File: config.mk
export PLATFORM = sky130hd
export DESIGN_NAME = regfile_scoreboard
export DESIGN_NICKNAME = d
export VERILOG_FILES = /design/src/rtl/regfile_pkg.sv /design/src/rtl/reg_scoreboard.sv /design/src/rtl/regfile_scoreboard.sv
export SDC_FILE = /design/constraint.sdc
export NUM_CORES = 2
export LEC_CHECK = 0
export CAP_MARGIN = 5
export CORE_ASPECT_RATIO = 1.75
export CORE_UTILIZATION = 50
export DETAILED_ROUTE_END_ITERATION = 8
export PLACE_DENSITY = 0.66
export SYNTH_ARGS = -nofsm -noshare
export SYNTH_HDL_FRONTEND = slang
export SYNTH_SLANG_ARGS = --single-unit
export TNS_END_PERCENT = 50
File: constraint.sdc
create_clock -name clk -period 8.45 [get_ports clk]
set_input_delay 1.69 -clock clk [delete_from_list [all_inputs] [get_ports clk]]
set_output_delay 1.69 -clock clk [all_outputs]
set_load 0.05 [all_outputs]
File: src/rtl/regfile_pkg.sv
`default_nettype none
// +----------------------------------------------------------------------+
// | Module : regfile_pkg                                                 |
// | Brief  : Shared widths and constants for the register file slice.    |
// | Rev    : 1.0                                                         |
// +----------------------------------------------------------------------+
package regfile_pkg;
  localparam int unsigned DATA_W   = 32;
  localparam int unsigned ADDR_W   = 5;
  localparam int unsigned NREGS    = 32;
  localparam int unsigned PEND_W   = 2;
  localparam int unsigned ZERO_REG = 0;
  localparam int unsigned PEND_MAX = 3;
endpackage
`default_nettype wire

File: src/rtl/reg_scoreboard.sv
`default_nettype none
// +----------------------------------------------------------------------+
// | Module : reg_scoreboard                                              |
// | Brief  : Per-register pending-write counters with sticky error flag. |
// | Rev    : 1.0                                                         |
// +----------------------------------------------------------------------+
module reg_scoreboard
  import regfile_pkg::*;
(
  input  logic              clk,
  input  logic              rst,
  input  logic              inc_en_i,
  input  logic [ADDR_W-1:0] inc_sel_i,
  input  logic              dec_en_i,
  input  logic [ADDR_W-1:0] dec_sel_i,
  output logic [NREGS-1:0]  pend_ge2_o,
  output logic [NREGS-1:0]  pend_eq1_o,
  output logic              pend_err_o
);

  logic [NREGS-1:0] err_vec;
  logic             pend_err_d;
  logic             pend_err_q;

  for (genvar r = 0; r < NREGS; r++) begin : g_pend
    if (r == ZERO_REG) begin : g_zero
      assign pend_ge2_o[r] = 1'b0;
      assign pend_eq1_o[r] = 1'b0;
      assign err_vec[r]    = 1'b0;
    end else begin : g_cnt
      logic [PEND_W-1:0] pend_d;
      logic [PEND_W-1:0] pend_q;
      logic              inc;
      logic              dec;
      logic              err;

      assign inc = inc_en_i & (inc_sel_i == ADDR_W'(r));
      assign dec = dec_en_i & (dec_sel_i == ADDR_W'(r));

      // Saturate instead of wrapping so a bookkeeping bug never fakes a clear.
      always_comb begin
        pend_d = pend_q;
        err    = 1'b0;
        if (inc && !dec) begin
          if (pend_q == PEND_W'(PEND_MAX)) err = 1'b1;
          else                             pend_d = pend_q + PEND_W'(1);
        end else if (dec && !inc) begin
          if (pend_q == '0) err = 1'b1;
          else              pend_d = pend_q - PEND_W'(1);
        end
      end

      always_ff @(posedge clk or negedge rst) begin
        if (!rst) pend_q <= '0;
        else      pend_q <= pend_d;
      end

      assign pend_ge2_o[r] = (pend_q >= PEND_W'(2));
      assign pend_eq1_o[r] = (pend_q == PEND_W'(1));
      assign err_vec[r]    = err;
    end
  end

  assign pend_err_d = pend_err_q | (|err_vec);

  always_ff @(posedge clk or negedge rst) begin
    if (!rst) pend_err_q <= 1'b0;
    else      pend_err_q <= pend_err_d;
  end

  assign pend_err_o = pend_err_q;

endmodule
`default_nettype wire

File: src/rtl/regfile_scoreboard.sv
`default_nettype none
// +----------------------------------------------------------------------+
// | Module : regfile_scoreboard                                          |
// | Brief  : 32x32 register file with writeback bypass and RAW stall.    |
// | Rev    : 1.0                                                         |
// +----------------------------------------------------------------------+
module regfile_scoreboard
  import regfile_pkg::*;
(
  input  logic              clk,
  input  logic              rst,
  input  logic              S3_WriteEnable,
  input  logic [ADDR_W-1:0] S3_WriteSelect,
  input  logic [DATA_W-1:0] ALUOut,
  input  logic [ADDR_W-1:0] S1_ReadSelect1,
  input  logic [ADDR_W-1:0] S1_ReadSelect2,
  input  logic              S1_Use1,
  input  logic              S1_Use2,
  input  logic              S1_Issue,
  input  logic              S1_IssueWE,
  input  logic [ADDR_W-1:0] S1_WriteSelect,
  output logic [DATA_W-1:0] ReadData1,
  output logic [DATA_W-1:0] ReadData2,
  output logic              Stall,
  output logic              PendErr
);

  logic [DATA_W-1:0] regs_q [NREGS];
  logic [NREGS-1:0]  pend_ge2;
  logic [NREGS-1:0]  pend_eq1;
  logic              wr_ok;
  logic              issue_ok;
  logic              byp1;
  logic              byp2;
  logic              haz1;
  logic              haz2;

  assign wr_ok = S3_WriteEnable & (S3_WriteSelect != ADDR_W'(ZERO_REG));

  always_ff @(posedge clk or negedge rst) begin
    if (!rst) begin
      for (int i = 0; i < NREGS; i++) regs_q[i] <= '0;
    end else if (wr_ok) begin
      regs_q[S3_WriteSelect] <= ALUOut;
    end
  end

  assign byp1 = S3_WriteEnable & (S3_WriteSelect == S1_ReadSelect1);
  assign byp2 = S3_WriteEnable & (S3_WriteSelect == S1_ReadSelect2);

  always_comb begin
    ReadData1 = regs_q[S1_ReadSelect1];
    ReadData2 = regs_q[S1_ReadSelect2];
    if (byp1) ReadData1 = ALUOut;
    if (byp2) ReadData2 = ALUOut;
    if (S1_ReadSelect1 == ADDR_W'(ZERO_REG)) ReadData1 = '0;
    if (S1_ReadSelect2 == ADDR_W'(ZERO_REG)) ReadData2 = '0;
  end

  // A single outstanding write is satisfied by the bypass in the cycle it lands.
  assign haz1 = S1_Use1 & (S1_ReadSelect1 != ADDR_W'(ZERO_REG)) &
                (pend_ge2[S1_ReadSelect1] | (pend_eq1[S1_ReadSelect1] & ~byp1));
  assign haz2 = S1_Use2 & (S1_ReadSelect2 != ADDR_W'(ZERO_REG)) &
                (pend_ge2[S1_ReadSelect2] | (pend_eq1[S1_ReadSelect2] & ~byp2));

  assign Stall    = haz1 | haz2;
  assign issue_ok = S1_Issue & S1_IssueWE & ~Stall;

  reg_scoreboard u_sb (
    .clk        (clk),
    .rst        (rst),
    .inc_en_i   (issue_ok),
    .inc_sel_i  (S1_WriteSelect),
    .dec_en_i   (S3_WriteEnable),
    .dec_sel_i  (S3_WriteSelect),
    .pend_ge2_o (pend_ge2),
    .pend_eq1_o (pend_eq1),
    .pend_err_o (PendErr)
  );

endmodule
`default_nettype wire
# == After elaboration in Yosys (flattened, before gate mapping) ==
# Cells that the tools add are included.
# W data, S select, Z words.
# classes
addsub,62
magnitude_cmp,37
eq_ne,188
mux,269
bitwise,83
reduce_logical,224
# op_table
cell,n
$bwmux W1024,1
$bmux W32 S5,2
$mux W32,9
$mux W2,124
$demux W32 S5,1
$eq A5 B5 Y1 const B,32
$mux W1,128
$reduce_and A3 Y1,31
$eq A5 B4 Y1 const B,16
$and A1 B1 Y1,73
$logic_and A1 B1 Y1,63
$add A2 B1 Y2 const B,31
$eq A2 B1 Y1 const B,31
$eq A2 B2 Y1 const B,31
$ge A2 B2 Y1 const B,31
$logic_not A1 Y1,62
$logic_not A2 Y1,31
$ne A2 B1 Y1 const B,31
$ne A2 B2 Y1 const B,31
$reduce_bool A2 Y1,31
$sub A2 B1 Y2 const B,31
$eq A5 B3 Y1 const B,8
$reduce_or A31 Y1,1
$bmux W1 S5,4
11 further kinds,29
# totals
regBits,1087
in_bits,59
output_inout_bits,66
wordCells,927

# == Longest topological paths before layout ==
# depth
word_depth,16
mapped_depth,16
depth_no_buf,13

# == Modules after synthesis ==
# Synthesis repeated with hierarchy kept, for this count alone.
# unflattened
cells_unflattened,4472
area_unflattened_um2,63440.8
# by_module_without_submodules
mod,n_inst,cells_per_inst,area_per_inst_um2,seq_area_each_um2
regfile_scoreboard,1,3626,56221.4,25624.6
reg_scoreboard,1,846,7219.4,1576.5

# == Least setup slack after synthesis ==
# Ideal clock, no wire load.
# synth_path
path_type,input-to-output
from,input port S1_ReadSelect2[1]
to,output port ReadData2[20]
arrival_ps,4930
required_ps,6760
path_slack_ps,1830
stages,8
path_buffers,5
cell_sequence,buf_2 -> clkbuf_1 -> buf_1 -> clkbuf_1 -> buf_2 -> mux2i_1 -> mux4_2 -> a211oi_1
# synth_between
elab_chain_len,6
word_cells_on_any_way,9
classes_between,1 x eq/ne; 5 x mux; 2 x bitwise; 1 x reduce/logical
# synth_lines
element,line,rtl
"start, declared",regfile_scoreboard.sv:16,"input logic [ADDR_W-1:0] S1_ReadSelect2,"
$not A5 Y6 (not written as such),regfile_scoreboard.sv:53,ReadData2 = regs_q[S1_ReadSelect2];
$bmux W32 S5,regfile_scoreboard.sv:53,
$mux W32 (not written as such) (2 in series),regfile_scoreboard.sv:53,
$mux W32,regfile_scoreboard.sv:55,if (byp2) ReadData2 = ALUOut;
$mux W32 (*),regfile_scoreboard.sv:57,if (S1_ReadSelect2 == ADDR_W'(ZERO_REG)) ReadData2 = '0;
"end, declared",regfile_scoreboard.sv:23,"output logic [DATA_W-1:0] ReadData2,"
# Mark *: on every way between the ends. The rest lies on a longest branch, timed or not. The select of a mux whose other input is x is not followed.

# == Final worst setup path ==
# layout_path
from,input port S3_WriteSelect[3]
to,output port ReadData1[23]
# layout_between
elab_chain_len,4
# layout_lines
element,line,rtl
"start, declared",regfile_scoreboard.sv:13,"input logic [ADDR_W-1:0] S3_WriteSelect,"
$eq A5 B5 Y1,regfile_scoreboard.sv:48,assign byp1 = S3_WriteEnable & (S3_WriteSelect == S1_ReadSelect1);
$and A1 B1 Y1,regfile_scoreboard.sv:48,
$mux W32,regfile_scoreboard.sv:54,if (byp1) ReadData1 = ALUOut;
$mux W32,regfile_scoreboard.sv:56,if (S1_ReadSelect1 == ADDR_W'(ZERO_REG)) ReadData1 = '0;
"end, declared",regfile_scoreboard.sv:22,"output logic [DATA_W-1:0] ReadData1,"
# Every way passes these cells.

==> qor.csv <==
metric;value;unit
critPathKind;input port to output port;
synth-seq-cells;1087;
ios;125;
path_cells;clkdlybuf4s50_1 -> xor2_1 -> nor4_1 -> nand3_4 -> buf_4 -> a211oi_1 -> clkdlybuf4s50_1;
drc;0;
syn_to_final_growth;10.8;%
synth_area_per_cell;10.7;um2
synth_cell_types;75;
wl_met2;106000;um
die_h;470;um
cts_root_buffer;clkbuf_16;
ys_async_sr_fraction;100;%
vias;49200;
slew_headroom;8.16;%
p_leak;31.9;nW
cp.required;6.76;ns
cpMaxStageDelayCell;clkdlybuf4s50_1;
dr.pass1.iters;7;
peakVddDrop;154;uV
startpoint_type;input port;
syn_nets;6041;
period_share;84.1;%
fin_ws;1.34;ns
cts_tree;done;
hp-class;register to register;
top_layer_used;met5;
ys.flop_type;dfrtp_1;
cts_resized;0;
setup_violations;0;
grt_start_max_net_pins;164;
ctsHoldBuffers;0;
fin_setup_tns;0;ns
vias_per_cell;6.58;
drtIter0Drc;6153;
first_global_vias;49700;
worst_pin_slew;1.36;ns
dieArea;127000;um2
cts.clk_slew.worst_paths;0.06;ns
h-tree-depth;3;
antenna_left;0;
met3WireLength;25200;um
core-area;124000;um2
drv_slew;0;
final_nets;5918;
power_density;241;nW/um2
status;finished clean;
portBuffers;124;
crit_fanout;48;
grtUsageTotal;36.3;%
grt_pass1_wl;335000;um
post_cts_buffers;0;
gr-total-overflow;0;
cts_buffers;103;
fillers;10400;
synth-edff-count;0;
drive_gt1_share;23.1;%
period_needed;7.11;ns
wirelength_met1;79500;um
finalHoldViolations;0;
crit_arrival;5.42;ns
wl_per_cell;30.5;um
synthCells;5860;
end_kind;output port;
clock_latency;0.73;ns
wl;228000;um
start_util;50.4;%
drv_cap;0;
ys_seq_area_share;43.5;%
clock.fmax;141;MHz
skew;0.0172;ns
cp_common_cell;clkdlybuf4s50_1;
dpl.hpwl;128000;um
cts.sinks;1087;
rsz0062_at_grt;no;
gp_congestion;0.973;
rows;171;
max_stage_delay;0.87;ns
clockBufferDepth;3;
dp_slack;1.35;ns
syn-cell-area;62600;um2
antenna_found_initial;7;
die_w;269;um
yosysWarnings;0;
## cells in the final DEF (no fill, tap or decap), types with 9 or more instances in the layout
cell type / instances
nor2_4: 32
clkbuf_1: 19
clkdlybuf4s50_1: 113
nand2_1: 2227
mux4_2: 619
dfrtp_1: 1087
o22ai_1: 9
or3_1: 12
mux2i_1: 103
o21ai_0: 28
buf_12: 21
mux2_2: 292
clkbuf_16: 103
nor3_1: 27
nor2_1: 163
nand2_2: 23
buf_4: 148
bufinv_16: 13
inv_1: 72
clkbuf_8: 26
nor2b_1: 43
xnor2_1: 33
and3_1: 13
a21oi_1: 57
a311oi_1: 11
ha_1: 122
a211oi_1: 116
a31oi_1: 33
nand2b_1: 9
clkinv_2: 15
nand3_1: 40
nor4_1: 14
o31ai_1: 10
o211ai_1: 25
## per-layer routing
metal | global-route usage [%] | up-vias
met5 | 0 | -
met2 | 56.8 | 3216
met3 | 8.96 | 836
li1 | - | 20100
met1 | 44.8 | 25000
met4 | 23.7 | 12
## synth_stat cells (all sizes together), types with 16 or more instances
library cell     n  area share, %
a31oi           33           0.33
o211ai          25           0.30
o21ai           34           0.27
xnor2           33           0.46
nor3            27           0.22
ha             122            2.4
clkbuf         421            2.5
a21oi           58           0.47
buf            100           0.78
nor4            16           0.18
nor2           196            1.2
nor2b           43           0.43
nand2         2251             14
inv             74           0.44
a211oi         116            1.4
mux4           619             22
mux2i          103            1.6
nand3           43           0.35
dfrtp         1087             43
mux2           292            5.3
## state kept, by name (all words and copies together) (netlist names)
register / count
u_sb.g_pend.g_cnt.pend_q: 62
regs_q: 1024
u_sb.pend_err_o: 1
## final timing paths
kind	start	endpoint	slack, ns	cells after the start
worst min register to register	regs_q[1013]	regs_q[1013]	0.40	0
min in group asynchronous	rst	u_sb.g_pend[8].g_cnt.pend_q[0]	0.97	1
max in group asynchronous	rst	regs_q[198]	5.54	3
worst min-delay path	regs_q[1013]	regs_q[1013]	0.40	0
worst max register to register	u_sb.g_pend[8].g_cnt.pend_q[1]	u_sb.pend_err_o	3.49	14
worst max-delay path	S3_WriteSelect[3]	ReadData1[23]	1.34	7
## stage by stage
step	cell area, um2	power (mW)	instances	hold slack [ns]	utilization (%)
after detailed placement	65700	11.6	7274	0.384	52.9
after floorplan	62600	10.1	5860	0.441	-
after global placement	65700	11.4	7274	0.377	52.9
after CTS	69300	16.6	7464	0.398	55.8
after global routing	69300	17.4	7466	0.414	55.8
final	69300	16.7	7467	0.399	55.8
## critical path: cells and delay by family
kind	cells	cell delay, ns
XOR/XNOR	1	0.28
AND/OR/NAND/NOR	2	1.15
buffers and inverters	3	2.02
AO/OA/AOI/OAI	1	0.28
## cell families (layout without fill, tap and decap cells)
kind of cell    count (synthesis)  after routing  synth area share, %
compound gates                339            339                 3.76
xor+xnor                       41             41                0.574
fa+ha+maj                     122            122                 2.44
buf+inv                       595            557                 3.75
flops                        1087           1087                 43.5
mux                          1014           1014                 29.2
other cells                     0              2                    0
simple gates                 2662           2662                 16.8
## where the power goes
part / switching, mW / internal (mW)
logic: 2.30 / 2.20
registers: 0.894 / 6.23
clock network: 2.19 / 2.87
## cell type report
cell class              instances  area, um2  share of cell area (%)
diodes                          2       5.00                 0.00722
clock buffers                 146       2980                    4.30
clock inverters                44        641                   0.924
inverters                      74        278                   0.401
multi-input cells            4178      33300                    48.1
flip-flops and latches       1087      27200                    39.3
well taps                    1643       2060                    2.97
repair buffers                293       2800                    4.04
(Power assumes the default switching activity.)
